[src/rtl/pipe_ctrl_if.sv]
// pipe_ctrl_if: bundles the pipeline-control request and response signals.
//   master : the pipeline side (drives hazard/EX/MEM/exception requests,
//            observes stall, flush, redirect, EX done, MEM timeout, counter)
//   slave  : the pipe_ctrl block itself
interface pipe_ctrl_if;
    logic        stallreq_id;   // ID-stage load-use stall request
    logic        ex_mc_start;   // pulse: multicycle EX op begins
    logic [3:0]  ex_mc_len;     // EX op length in cycles
    logic        mem_req;       // MEM stage has a pending bus access
    logic        mem_ack;       // bus completes the access this cycle
    logic        excp_valid;    // exception / flush request
    logic [31:0] excp_vector;   // handler address
    logic [5:0]  stall;         // per-stage hold, bit0 PC .. bit5 WB
    logic        flush;         // clear all pipeline registers
    logic [31:0] new_pc;        // redirect address while flush=1
    logic        ex_mc_done;    // EX multicycle result valid
    logic        mem_timeout;   // pulse: MEM access aborted
    logic [15:0] stall_cnt;     // cycles with stall[0]=1, saturating

    modport master (
        output stallreq_id, ex_mc_start, ex_mc_len, mem_req, mem_ack,
               excp_valid, excp_vector,
        input  stall, flush, new_pc, ex_mc_done, mem_timeout, stall_cnt
    );

    modport slave (
        input  stallreq_id, ex_mc_start, ex_mc_len, mem_req, mem_ack,
               excp_valid, excp_vector,
        output stall, flush, new_pc, ex_mc_done, mem_timeout, stall_cnt
    );
endinterface

[src/rtl/pipe_ctrl.sv]
// pipe_ctrl: central stall/flush controller for a 6-stage pipeline.
//   clk  : clock, rising edge
//   rst  : synchronous, active-high reset
//   bus  : pipe_ctrl_if.slave -- hazard, multicycle-EX, MEM-wait and
//          exception inputs; stall vector, flush/redirect, EX done,
//          MEM timeout pulse and saturating stall-cycle counter outputs.
// MEM_TIMEOUT: number of MEM wait cycles tolerated before the access is
//              aborted with a one-cycle mem_timeout pulse.
module pipe_ctrl #(
    parameter logic [7:0] MEM_TIMEOUT = 8'd255
) (
    input  logic        clk,
    input  logic        rst,
    pipe_ctrl_if.slave  bus
);
    typedef enum logic {IDLE, EX_BUSY} state_t;

    state_t      state;
    logic [3:0]  cnt;
    logic [7:0]  wcnt;
    logic [15:0] stall_cnt_q;

    logic start_ok, ex_stall, mem_wait, mem_hit, mem_stall;

    always_comb begin
        start_ok  = (state == IDLE) && bus.ex_mc_start && (bus.ex_mc_len != 4'd0);
        ex_stall  = start_ok || ((state == EX_BUSY) && (cnt > 4'd1));
        mem_wait  = bus.mem_req && !bus.mem_ack;
        // Once the wait budget is spent the access is abandoned: the stage
        // is released in the same cycle the timeout pulse goes out.
        mem_hit   = mem_wait && (wcnt == MEM_TIMEOUT);
        mem_stall = mem_wait && !mem_hit;
    end

    // Reset and flush mask every output; flush also suppresses done/timeout.
    always_comb begin
        bus.stall       = 6'b000000;
        bus.flush       = 1'b0;
        bus.new_pc      = 32'h0;
        bus.ex_mc_done  = 1'b0;
        bus.mem_timeout = 1'b0;
        if (!rst) begin
            if (bus.excp_valid) begin
                bus.flush  = 1'b1;
                bus.new_pc = bus.excp_vector;
            end else begin
                bus.ex_mc_done  = ((state == EX_BUSY) && (cnt == 4'd1)) ||
                                  ((state == IDLE) && bus.ex_mc_start &&
                                   (bus.ex_mc_len == 4'd0));
                bus.mem_timeout = mem_hit;
                if (mem_stall)            bus.stall = 6'b011111;
                else if (ex_stall)        bus.stall = 6'b001111;
                else if (bus.stallreq_id) bus.stall = 6'b000111;
            end
        end
    end

    assign bus.stall_cnt = stall_cnt_q;

    always_ff @(posedge clk) begin
        if (rst) begin
            state       <= IDLE;
            cnt         <= 4'd0;
            wcnt        <= 8'd0;
            stall_cnt_q <= 16'd0;
        end else begin
            if (bus.stall[0] && (stall_cnt_q != 16'hFFFF))
                stall_cnt_q <= stall_cnt_q + 16'd1;

            if (bus.excp_valid) begin
                // Flush discards any in-flight EX op and MEM wait, including
                // a start arriving in the same cycle.
                state <= IDLE;
                cnt   <= 4'd0;
                wcnt  <= 8'd0;
            end else begin
                if (mem_wait && !mem_hit) wcnt <= wcnt + 8'd1;
                else                      wcnt <= 8'd0;

                case (state)
                    IDLE: begin
                        if (start_ok) begin
                            state <= EX_BUSY;
                            cnt   <= bus.ex_mc_len;
                        end
                    end
                    EX_BUSY: begin
                        // Counts down regardless of MEM stalls; starts ignored.
                        cnt <= cnt - 4'd1;
                        if (cnt <= 4'd1) state <= IDLE;
                    end
                    default: state <= IDLE;
                endcase
            end
        end
    end
endmodule

[src/flat_wrapper.sv]
// flat-port wrapper written by rule: the top's interface ports become plain ports
module pipe_ctrl_flat 
#(
    parameter logic [7:0] MEM_TIMEOUT = 8'd255
)
  (clk, rst, bus_stallreq_id, bus_ex_mc_start, bus_ex_mc_len, bus_mem_req, bus_mem_ack, bus_excp_valid, bus_excp_vector, bus_stall, bus_flush, bus_new_pc, bus_ex_mc_done, bus_mem_timeout, bus_stall_cnt);
  pipe_ctrl_if bus_i ();
  input  logic clk;
  input  logic rst;
  input wire logic [$bits(bus_i.stallreq_id)-1:0] bus_stallreq_id;
  input wire logic [$bits(bus_i.ex_mc_start)-1:0] bus_ex_mc_start;
  input wire logic [$bits(bus_i.ex_mc_len)-1:0] bus_ex_mc_len;
  input wire logic [$bits(bus_i.mem_req)-1:0] bus_mem_req;
  input wire logic [$bits(bus_i.mem_ack)-1:0] bus_mem_ack;
  input wire logic [$bits(bus_i.excp_valid)-1:0] bus_excp_valid;
  input wire logic [$bits(bus_i.excp_vector)-1:0] bus_excp_vector;
  output wire logic [$bits(bus_i.stall)-1:0] bus_stall;
  output wire logic [$bits(bus_i.flush)-1:0] bus_flush;
  output wire logic [$bits(bus_i.new_pc)-1:0] bus_new_pc;
  output wire logic [$bits(bus_i.ex_mc_done)-1:0] bus_ex_mc_done;
  output wire logic [$bits(bus_i.mem_timeout)-1:0] bus_mem_timeout;
  output wire logic [$bits(bus_i.stall_cnt)-1:0] bus_stall_cnt;
  assign bus_i.stallreq_id = bus_stallreq_id;
  assign bus_i.ex_mc_start = bus_ex_mc_start;
  assign bus_i.ex_mc_len = bus_ex_mc_len;
  assign bus_i.mem_req = bus_mem_req;
  assign bus_i.mem_ack = bus_mem_ack;
  assign bus_i.excp_valid = bus_excp_valid;
  assign bus_i.excp_vector = bus_excp_vector;
  assign bus_stall = bus_i.stall;
  assign bus_flush = bus_i.flush;
  assign bus_new_pc = bus_i.new_pc;
  assign bus_ex_mc_done = bus_i.ex_mc_done;
  assign bus_mem_timeout = bus_i.mem_timeout;
  assign bus_stall_cnt = bus_i.stall_cnt;
  pipe_ctrl #(.MEM_TIMEOUT(MEM_TIMEOUT)) u_core (.clk(clk), .rst(rst), .bus(bus_i));
endmodule
[config.mk]
export PLATFORM = sky130hd
export DESIGN_NAME = pipe_ctrl_flat
export DESIGN_NICKNAME = d
export VERILOG_FILES = /design/src/rtl/pipe_ctrl_if.sv /design/src/rtl/pipe_ctrl.sv /design/src/flat_wrapper.sv
export SDC_FILE = /design/constraint.sdc
export NUM_CORES = 1
export LEC_CHECK = 0
export BUFFER_PORTS_ARGS = -buffer_cell sky130_fd_sc_hd__buf_2
export CAP_MARGIN = 20
export CELL_PAD_IN_SITES_DETAIL_PLACEMENT = 1
export CELL_PAD_IN_SITES_GLOBAL_PLACEMENT = 1
export CORE_MARGIN = 4
export CORE_UTILIZATION = 28
export CTS_BUF_LIST = sky130_fd_sc_hd__clkbuf_4
export DETAILED_ROUTE_END_ITERATION = 16
export PLACE_DENSITY = 0.84
export SYNTH_ARGS = -nofsm -noshare
export SYNTH_HDL_FRONTEND = slang
export SYNTH_SLANG_ARGS = --single-unit
[constraint.sdc]
create_clock -name clk -period 1.94 [get_ports clk]
set_input_delay 0 -clock clk [delete_from_list [all_inputs] [get_ports clk]]
set_output_delay 0 -clock clk [all_outputs]
set_load 0.005 [all_outputs]
* After elaboration in Yosys (flattened, before gate mapping)
Index checks and enable logic that the tools add are counted.
Storage, ports and cells: word-level logic and storage cells 50, register bits 29, input bits 43
Cells by class: equal/unequal tests 4, magnitude comparators 2, reduce and logical (&&, ||, !) cells 17, add/subtract/negate cells 3, bitwise operators 2, muxes and demuxes 18
Operators by type and width (number):
- 32-bit two-way mux | 2
- 6-bit two-way mux | 4
- 16-bit by 1-bit adder with 16-bit output, second input constant | 1
- 16-bit != test, second input constant | 1
- 1-bit logical AND | 9
- 8-bit by 1-bit adder with 8-bit output, second input constant | 1
- 8-bit equality test, second input constant | 1
- 1-bit two-way mux | 8
- 4-bit case mux with 2 select lines | 1
- 4-bit by 1-bit equality test with 1-bit output, second input constant | 1
- 4-bit by 1-bit greater-than comparator with 1-bit output, second input constant | 1
- 4-bit by 1-bit less-or-equal comparator with 1-bit output, second input constant | 1
- 4-bit logical NOT | 1
- 4-bit two-way mux | 1
- 4-bit nonzero test | 1
- 4-bit by 1-bit subtractor with 4-bit output, second input constant | 1
- 3-bit two-way mux | 1
- 3-bit OR reduction | 1
- 1-bit logical NOT | 2
- 1-bit logical OR | 2
- 2-bit by 1-bit != test with 1-bit output, second input constant | 1
- 1-bit inverter | 2
- 1-bit case mux with 2 select lines | 1
- 2-bit OR reduction | 1

* Longest topological paths before layout
Gate-level depths: netlist of the first run.
depth in word-level cells 9, depth in mapped cells 9

* Least setup slack after synthesis of the first run
Ideal clock, no wire load.
path kind register to register, start register u_core.cnt[0], end register u_core.stall_cnt_q[1], in the netlist u_core.bus.stall_cnt[1], buffers on the path 1, cell stages (with the launch flop) 9, slack -0.201 ns, arrival 2.013 ns, cells stage by stage dfxtp_1 > ha_1 > nor2_1 > o311ai_0 > nand3_4 > o21ai_4 > buf_2 > mux2i_1 > nor2_1
Between the ends: word-level cells in the longest chain between the ends 8
RTL lines:
- from (decl) | line pipe_ctrl.sv:19 | logic [3:0] cnt;
- from (signal assigned) | line pipe_ctrl.sv:84 | cnt <= bus.ex_mc_len;
- from (signal assigned) | line pipe_ctrl.sv:89 | cnt <= cnt - 4'd1;
- 4-bit by 1-bit greater-than comparator with 1-bit output | line pipe_ctrl.sv:27 | ex_stall = start_ok || ((state == EX_BUSY) && (cnt > 4'd1));
- 1-bit logical AND | line pipe_ctrl.sv:27
- 1-bit logical OR | line pipe_ctrl.sv:27
- 6-bit two-way mux | line pipe_ctrl.sv:52 | else if (ex_stall) bus.stall = 6'b001111;
- 6-bit two-way mux | line pipe_ctrl.sv:51 | if (mem_stall) bus.stall = 6'b011111;
- 6-bit two-way mux | line pipe_ctrl.sv:43 | if (bus.excp_valid) begin
- 6-bit two-way mux | line pipe_ctrl.sv:42 | if (!rst) begin
- 1-bit logical AND | line pipe_ctrl.sv:67 | if (bus.stall[0] && (stall_cnt_q != 16'hFFFF))
- to (signal assigned) | line pipe_ctrl.sv:68 | stall_cnt_q <= stall_cnt_q + 16'd1;
- to (decl) | line pipe_ctrl.sv:21 | logic [15:0] stall_cnt_q;
Every way passes these cells. A chain may end at the register's enable or synchronous reset.

* Worst setup path after layout of the first run
start register u_core.cnt[1], end register u_core.stall_cnt_q[14], in the netlist u_core.bus.stall_cnt[14]
Same word-level chain as after synthesis.

==> results of run 1 <==
-- power by group through the flow --
stage	Sequential (uW)	Clock (uW)	Combinational (uW)
finish	614	372	248
global route	615	409	273
CTS	613	383	217
detailed placement	626	0	207
global placement	625	0	198
floorplan	627	0	99.0
-- cell usage after synthesis (2+ instances only) --
cell      number
nand2b_1       2
a211oi_1       3
o211ai_1       3
ha_1           4
o311ai_0       2
and3_1         4
mux2i_1        2
clkbuf_1       5
xor2_1         7
nand2_1       14
inv_1          6
o31ai_1        3
and4_1         3
o21ai_0        7
xnor2_1        2
nand3_1        9
a221oi_1       2
dfxtp_1       29
nor2_1        19
a21oi_1       10
buf_4          3
and2_1        35
or3_1          6
nand4_1        2
nor2b_1        2
or4_1          2
-- layout make-up --
class                   instances  area, sq um
well taps                      72         90.1
inverters                       6         25.0
fillers                       723         3100
flip-flops and latches         29          591
clock buffers                   6         45.0
multi-input cells             159         1100
repair buffers                120          682
clock inverters                 2         10.0
-- how the worst max path moves through the flow --
| stage | from | to | slack [ns] | cells past startpoint |
|---|---|---|---|---|
| global route | u_core.cnt[1]$_SDFFE_PP0P_ | u_core.bus.stall_cnt[14]$_SDFFE_PP0P_ | -0.07 | 9 |
| CTS | u_core.wcnt[0]$_SDFF_PN0_ | u_core.bus.stall_cnt[10]$_SDFFE_PP0P_ | -0.03 | 7 |
| finish | u_core.cnt[1]$_SDFFE_PP0P_ | u_core.bus.stall_cnt[14]$_SDFFE_PP0P_ | -0.003 | 9 |
| global placement | u_core.wcnt[0]$_SDFF_PN0_ | u_core.bus.stall_cnt[10]$_SDFFE_PP0P_ | 0.07 | 7 |
| floorplan | u_core.wcnt[0]$_SDFF_PN0_ | u_core.bus.stall_cnt[1]$_SDFFE_PP0P_ | 0.02 | 8 |
| detailed placement | u_core.cnt[1]$_SDFFE_PP0P_ | u_core.bus.stall_cnt[1]$_SDFFE_PP0P_ | -0.04 | 8 |
-- sequential cells by signal, summed over array words and instances (netlist names) --
register              flops
u_core.state              1
u_core.bus.stall_cnt     16
u_core.wcnt               8
u_core.cnt                4
-- kinds of logic (layout without fill, tap and decap cells) --
logic type,after synthesis,in the layout,synth area share (%)
AND/OR/NAND/NOR,106,106,36.2
AO/OA/AOI/OAI,36,37,15.6
flip-flops,29,29,34.9
buffers and inverters,15,134,4.13
XOR/XNOR,9,9,4.74
adder cells (fa/ha/maj),4,4,3.01
multiplexers,2,2,1.20
other,1,1,0.225
-- worst max-delay path: cells and delay by family (launching register included) --
kind	cells	cell delay [ns]
AOI/OAI and AO/OA	3	0.55
buffers and inverters	2	0.23
and+or+nand+nor	3	0.56
adders and majority gates	1	0.14
DFF	1	0.37
-- stage by stage --
stage          hold slack [ns]  power (uW)  setup TNS, ns  cell area [sq um]  std cells
5_1_grt                 0.0824        1300         -0.192               2540        394
4_1_cts                 0.0413        1210         -0.128               2400        388
3_5_place_dp             0.275         833        -0.0916               2300        375
6_report                0.0650        1230       -0.00322               2540        394
2_1_floorplan           0.0728         726              0               1670        202
3_3_place_gp             0.268         824              0               2300        375
-- per-layer routing --
| layer | part of all wire [%] | vias to the layer above |
|---|---|---|
| li1 | - | 943 |
| met1 | 40 | 906 |
| met2 | 55 | 44 |
| met3 | 3.0 | 14 |
| met4 | 2.3 | 0 |
| met5 | 0 | - |
-- repair_timing --
item	in CTS	in global routing
gates cloned	0	1
gates resized for setup	7	17
buffers inserted	2	5
pin swaps	4	8
endpoints found under the hold margin	3	0
setup endpoints to repair	10	17
hold buffers	3	0
==> flow_summary.ini, run 1 <==
[drt]
dr.pass1.iters = 4
wl_microns = 6620
ant_nets = 0
routedWlPerCell_microns = 16.8
viasPerCell = 4.84
drtIter0Drc = 62
vias = 1907
post-route-drc-count = 0

[logic_synthesis]
yosys_most_used_dff = dfxtp_1
synth.avg_cell_area_sq_um = 8.24
synth.largest_area_cell = dfxtp_1
netlist_area_sq_mm = 0.00166
synth_async_sr_flop_share_pct = 0
yosysWarnings = 0
synth_cells = 202
yosys-top-cells-area = dfxtp_1, and2_1, nor2_1
synth.top_cell.area_share_pct = 34.9
yosysUniqueCellTypes = 42
synth-seq-cells = 29
synth_edf_count = 0
syn-num-nets = 249
seq_area_frac_synth_pct = 34.9

[sta]
maxSlewViolCount = 0
clock_skew_ns = 0.0155
setup_ws_ns = -0.00322
final_hold_viol_count = 0
setup_violations = 1
fmax_mhz = 515
min_period_ns = 1.94
min_period_over_period_pct = 100

[power]
p_clk_share_pct = 30.2
pwr-share-comb_pct = 20.1
vdd_drop_max_mv = 0.359
power_switching_share_pct = 28.4
seqPwrFrac_pct = 49.7
p_switching_uw = 350
internal_power_uw = 884
powerDensity_mw_per_mm2 = 485
leakagePower_uw = 0.00121

[min_path]
min_from = rst
hold_class = in2reg
holdPathStages = 3
min_to = u_core.bus.stall_cnt[9]$_SDFFE_PP0P_

[cells_and_area]
drive_above_1_share_pct = 45.3
final_cell_mix = buf_2, and2_1, dfxtp_1
antenna_cells = 0
syn_to_final_growth_pct = 52.9
layout_commonest_cell = buf_2
finish.utilization_pct = 45.1
final_nets = 368

[die]
die_h_microns = 85.1
rows = 27
ios = 100
start_util_pct = 29.5
die_area_sq_mm = 0.00724
die_w_microns = 85.1
core_sq_mm = 0.00564

[global_routing]
use_met1_pct = 17.9
grt_antenna_before_repair = 0
use_met2_pct = 29.7
grt_pass1_vias = 1995
top_usage_layer = met2
grt_max_degree = 28
grt.total_usage_pct = 16.3
overflow = 0
grt_pass1_wl_microns = 9600
gr-usage-met3_pct = 4.08

[status]
status = finished, violations left
failed_checks = negative setup slack

[place]
gp_congestion = 0.790
port_buffers = 98
place.detailed.hpwl_microns = 4640
dp_worst_setup_slack_ns = -0.0402

[cts]
clk_pin_slew_ns = 0.10
insertion_delay_ns = 0.35
cts_made_buffers = 5
clock_sinks = 29
h-tree-depth = 2
root_buffer = clkbuf_4
clockBufferDepth = 2
cts_tree = built

[setup_path]
cp.required_ns = 2.18
reg2reg_to = u_core.bus.stall_cnt[14]$_SDFFE_PP0P_
crit_path_max_fanout = 6
reg2reg_depth = 9
crit_chain = inv_4 -> ha_4 -> nor2_2 -> o311ai_4 -> nand3_4 -> or2_4 -> buf_4 -> a31oi_1 -> a211oi_1
r2r-start = u_core.cnt[1]$_SDFFE_PP0P_
critical_path_class = reg2reg
slowest_delay_ns = 0.37
slowest_stage = dfxtp_4
critPathLaunchType = flip-flop
arrival_ns = 2.18
r2r_setup_slack_ns = -0.003
cp-end-kind = flip-flop

[job]
drv_cap = 0
(Power assumes the default switching activity.)
==> run 2: changes to the inputs <==
--- a/config.mk
+++ b/config.mk
@@ -17,3 +17,4 @@
 export SYNTH_ARGS = -nofsm -noshare
 export SYNTH_HDL_FRONTEND = slang
 export SYNTH_SLANG_ARGS = --single-unit
+export TNS_END_PERCENT = 20
==> flow_summary.ini, run 2 (same netlist as run 1, synthesis figures left out) <==
[sta]
clock_skew_ns = 0.0143
min_period_ns = 1.97
rsz0062_at_grt = yes
fmax_mhz = 508
setup_ws_ns = -0.0275
hold_slack_ns = 0.0471
final_hold_viol_count = 0
maxSlewViolCount = 0
setup_violations = 6
min_period_over_period_pct = 101

[power]
vdd_drop_max_mv = 0.365
leakagePower_uw = 0.00121
power_uw = 1230
powerDensity_mw_per_mm2 = 487

[setup_path]
path_delay_family = simple AND/OR/NAND/NOR gates
crit_chain = inv_2 -> ha_4 -> nor2_1 -> o311ai_2 -> nand3_4 -> or2_4 -> buf_2
critPathLaunchType = flip-flop
cp.required_ns = 1.94
worst-path-buf-inv = 2
critical_path_class = reg2out
arrival_ns = 1.97
cp-end-kind = output pin
crit_path_max_fanout = 6
slowest_delay_ns = 0.37
slowest_stage = dfxtp_4

[status]
status = finished, violations left
failed_checks = negative setup slack

[cts]
clock_sinks = 29
clockBufferDepth = 2
h-tree-depth = 2
clk_pin_slew_ns = 0.10
cts_tree = built
root_buffer = clkbuf_4
insertion_delay_ns = 0.34
cts_made_buffers = 5

[cells_and_area]
final_cell_mix = buf_2, and2_1, dfxtp_1
largest_register_ffs = 16
final_nets = 367
drive_above_1_share_pct = 44.9
stdcell_count = 393
final_area_sq_mm = 0.00251
seq_area_sq_um = 588
finish.utilization_pct = 44.6
layout_commonest_cell = buf_2
multi_input_area_sq_mm = 0.00109
syn_to_final_growth_pct = 51.1
fill_cells = 727
antenna_cells = 0

[global_routing]
grt_pass1_vias = 1994
grt_max_degree = 28
grt.total_usage_pct = 16.3
grt_pass1_wl_microns = 9600
overflow = 0
grt_antenna_before_repair = 0

[die]
rows = 27
die_area_sq_mm = 0.00724
core_sq_mm = 0.00564
ios = 100
start_util_pct = 29.5
die_w_microns = 85.1
die_h_microns = 85.1

[place]
gp_congestion = 0.790
port_buffers = 98
dp.cells = 375
place.detailed.hpwl_microns = 4640
dpl-instance-area_sq_mm = 0.00230

[drt]
dr.pass1.iters = 4
post-route-drc-count = 0
wl_microns = 6340
viasPerCell = 4.84
routedWlPerCell_microns = 16.1
vias = 1903
ant_nets = 0
drtIter0Drc = 59

[job]
drv_cap = 0

[min_path]
hold_class = in2reg
run 2: changes by cell type in the layout (fill, tap and decap cells not counted), sizes merged:
| cell | delta |
|---|---|
| buf | -1 |
run 2: path summary, 6_finish.rpt:
path | start | end | slack [ns] | cells past startpoint
hold reg to reg | u_core.wcnt[0]$_SDFF_PN0_ | u_core.wcnt[0]$_SDFF_PN0_ | 0.46 | 1
hold / removal | bus_excp_valid | u_core.state$_SDFF_PP0_ | 0.05 | 4
setup / recovery | u_core.cnt[0]$_SDFFE_PP0P_ | bus_stall[1] | -0.03 | 7
setup reg to reg | u_core.cnt[0]$_SDFFE_PP0P_ | u_core.bus.stall_cnt[14]$_SDFFE_PP0P_ | -0.01 | 9
run 2: per-layer routing:
layer  routed length [microns]  GRT usage [%]
met1                      2500           17.9
met2                      3380           29.7
met3                       242           4.08
met4                       216           6.62
met5                         0              0
run 2: power breakdown:
part           internal, uW  switching, uW
logic                   125            115
registers               604           9.44
clock network           152            220
total                   880            345
run 2: metrics by stage:
stage	setup slack, ns	TNS (ns)
3_5_place_dp	-0.0402	-0.0916
6_report	-0.0275	-0.113
2_1_floorplan	0.0215	0
3_3_place_gp	0.0722	0
5_1_grt	-0.111	-1.05
4_1_cts	-0.0325	-0.128
run 2: what timing repair did:
item | 4_1_cts | 5_1_grt
endpoints found under the setup margin | 10 | 17
hold buffers | 3 | 0
resized for setup | 7 | 13
pin swaps | 4 | 7
cloned | 0 | 1
endpoints found under the hold margin | 3 | 0
setup buffers | 2 | 4
run 2: cell type report:
| cell class | count | area share (%) |
|---|---|---|
| multi-input combinational | 159 | 43.3 |
| timing repair buffer | 119 | 26.6 |
| sequential | 29 | 23.4 |
| tap | 72 | 3.58 |
| clock buffer | 6 | 1.79 |
| inverter | 6 | 0.995 |
| clock inverter | 2 | 0.398 |
run 2: worst reg2reg max path, cell delays in order (launching register included):
cell      delay (ns)
dfxtp_4         0.37
inv_2           0.07
ha_4            0.14
nor2_1          0.05
o311ai_2        0.36
nand3_4         0.20
or2_4           0.31
buf_4           0.14
a31oi_1         0.14
a211oi_1        0.07
==> run 3: changes to the inputs <==
--- a/config.mk
+++ b/config.mk
@@ -13,7 +13,7 @@
 export CORE_UTILIZATION = 28
 export CTS_BUF_LIST = sky130_fd_sc_hd__clkbuf_4
 export DETAILED_ROUTE_END_ITERATION = 16
-export PLACE_DENSITY = 0.84
+export PLACE_DENSITY = 0.81
 export SYNTH_ARGS = -nofsm -noshare
 export SYNTH_HDL_FRONTEND = slang
 export SYNTH_SLANG_ARGS = --single-unit
==> flow_summary.ini, run 3 (same netlist as run 1, synthesis figures left out) <==
[sta]
fmax_mhz = 532
hold_slack_ns = 0.0578
final_hold_viol_count = 0
maxSlewViolCount = 0
fin_tns_setup_ns = 0
rsz0062_at_grt = yes
clock_skew_ns = 0.0118
min_period_over_period_pct = 96.8
setup_violations = 0
min_period_ns = 1.88

[drt]
vias = 1890
drtIter0Drc = 34
routedWlPerCell_microns = 14.8
dr.pass1.iters = 4
ant_nets = 0
post-route-drc-count = 0
viasPerCell = 4.83
wl_microns = 5790

[global_routing]
grt_max_degree = 34
grt_antenna_before_repair = 0
grt_pass1_wl_microns = 9500
overflow = 0
grt_pass1_vias = 1960
grt.total_usage_pct = 16.1

[cells_and_area]
drive_above_1_share_pct = 44.5
final_nets = 365
stdcell_count = 391
final_cell_mix = buf_2, and2_1, dfxtp_1
antenna_cells = 0
syn_to_final_growth_pct = 47.6
layout_commonest_cell = buf_2
largest_register_ffs = 16

[setup_path]
path_delay_family = simple AND/OR/NAND/NOR gates
cp-end-kind = flip-flop
crit_chain = ha_1 -> and4_4 -> a41o_4 -> nand3_4 -> o21ai_4 -> or4_1 -> o21ai_1
worst-path-buf-inv = 0
cp.required_ns = 2.21
slowest_stage = or4_1
arrival_ns = 2.15
crit_path_max_fanout = 10
slowest_delay_ns = 0.48
critical_path_class = reg2reg
critPathLaunchType = flip-flop

[die]
ios = 100
die_h_microns = 85.1
start_util_pct = 29.5
core_sq_mm = 0.00564
rows = 27
die_w_microns = 85.1
die_area_sq_mm = 0.00724

[power]
leakagePower_uw = 0.00119
vdd_drop_max_mv = 0.230
power_uw = 1200
powerDensity_mw_per_mm2 = 490

[place]
place.detailed.hpwl_microns = 4730
port_buffers = 98
dp.cells = 376
gp_congestion = 0.837

[cts]
insertion_delay_ns = 0.33
cts_tree = built
cts_made_buffers = 5
root_buffer = clkbuf_4
clock_sinks = 29
clk_pin_slew_ns = 0.09
h-tree-depth = 2
clockBufferDepth = 2

[min_path]
hold_class = in2reg

[job]
drv_cap = 0

[status]
status = complete, no violations
## run 3: final cells by class
cell class | instances | area (sq um)
multi-input combinational | 159 | 1060
clock inverter | 2 | 10.0
tap | 72 | 90.1
timing repair buffer | 117 | 641
inverter | 6 | 22.5
fill | 741 | 3190
clock buffer | 6 | 45.0
sequential | 29 | 584
## run 3: worst register-to-register path, delay by kind of cell, from the launching register on
kind,cells,cell delay [ns]
flip-flops,1,0.34
AO/OA/AOI/OAI,3,0.49
adder cells (fa/ha/maj),1,0.20
AND/OR/NAND/NOR,3,0.79
## run 3: timing repair
action | 4_1_cts | 5_1_grt
buffers inserted | 3 | 0
hold buffers | 3 | 0
gates resized for setup | 5 | 10
pin swaps | 4 | 3
cloned | 1 | 0
hold endpoints to repair | 3 | 0
setup endpoints to repair | 10 | 19
## run 3: final timing paths
| check | startpoint | end | slack, ns | cells past startpoint |
|---|---|---|---|---|
| worst max-delay path | u_core.wcnt[0]$_SDFF_PN0_ | u_core.bus.stall_cnt[10]$_SDFFE_PP0P_ | 0.06 | 7 |
| worst min-delay path | bus_ex_mc_len[0] | u_core.cnt[0]$_SDFFE_PP0P_ | 0.06 | 3 |
| worst max register to register | u_core.wcnt[0]$_SDFF_PN0_ | u_core.bus.stall_cnt[10]$_SDFFE_PP0P_ | 0.06 | 7 |
| worst min register to register | u_core.wcnt[0]$_SDFF_PN0_ | u_core.wcnt[0]$_SDFF_PN0_ | 0.43 | 1 |
## run 3: metal layers
layer  track usage [%]  wire (microns)  vias up
li1                  -               -      938
met1              19.1            2420      909
met2              28.7            3100       34
met3              2.82             164        9
met4              5.90             112        0
met5                 0               0        -
## run 3: power by group
part	switching (uW)	internal, uW
Clock	215	152
Sequential	7.32	605
Combinational	109	116
Total	332	872
## run 3: through the flow
step           setup WS [ns]  area (sq um)  utilization [%]
2_1_floorplan         0.0215          1670                -
3_3_place_gp          0.0692          2300             40.8
3_5_place_dp         -0.0441          2300             40.8
4_1_cts              0.00811          2430             43.0
5_1_grt              -0.0401          2460             43.5
6_report              0.0618          2460             43.5
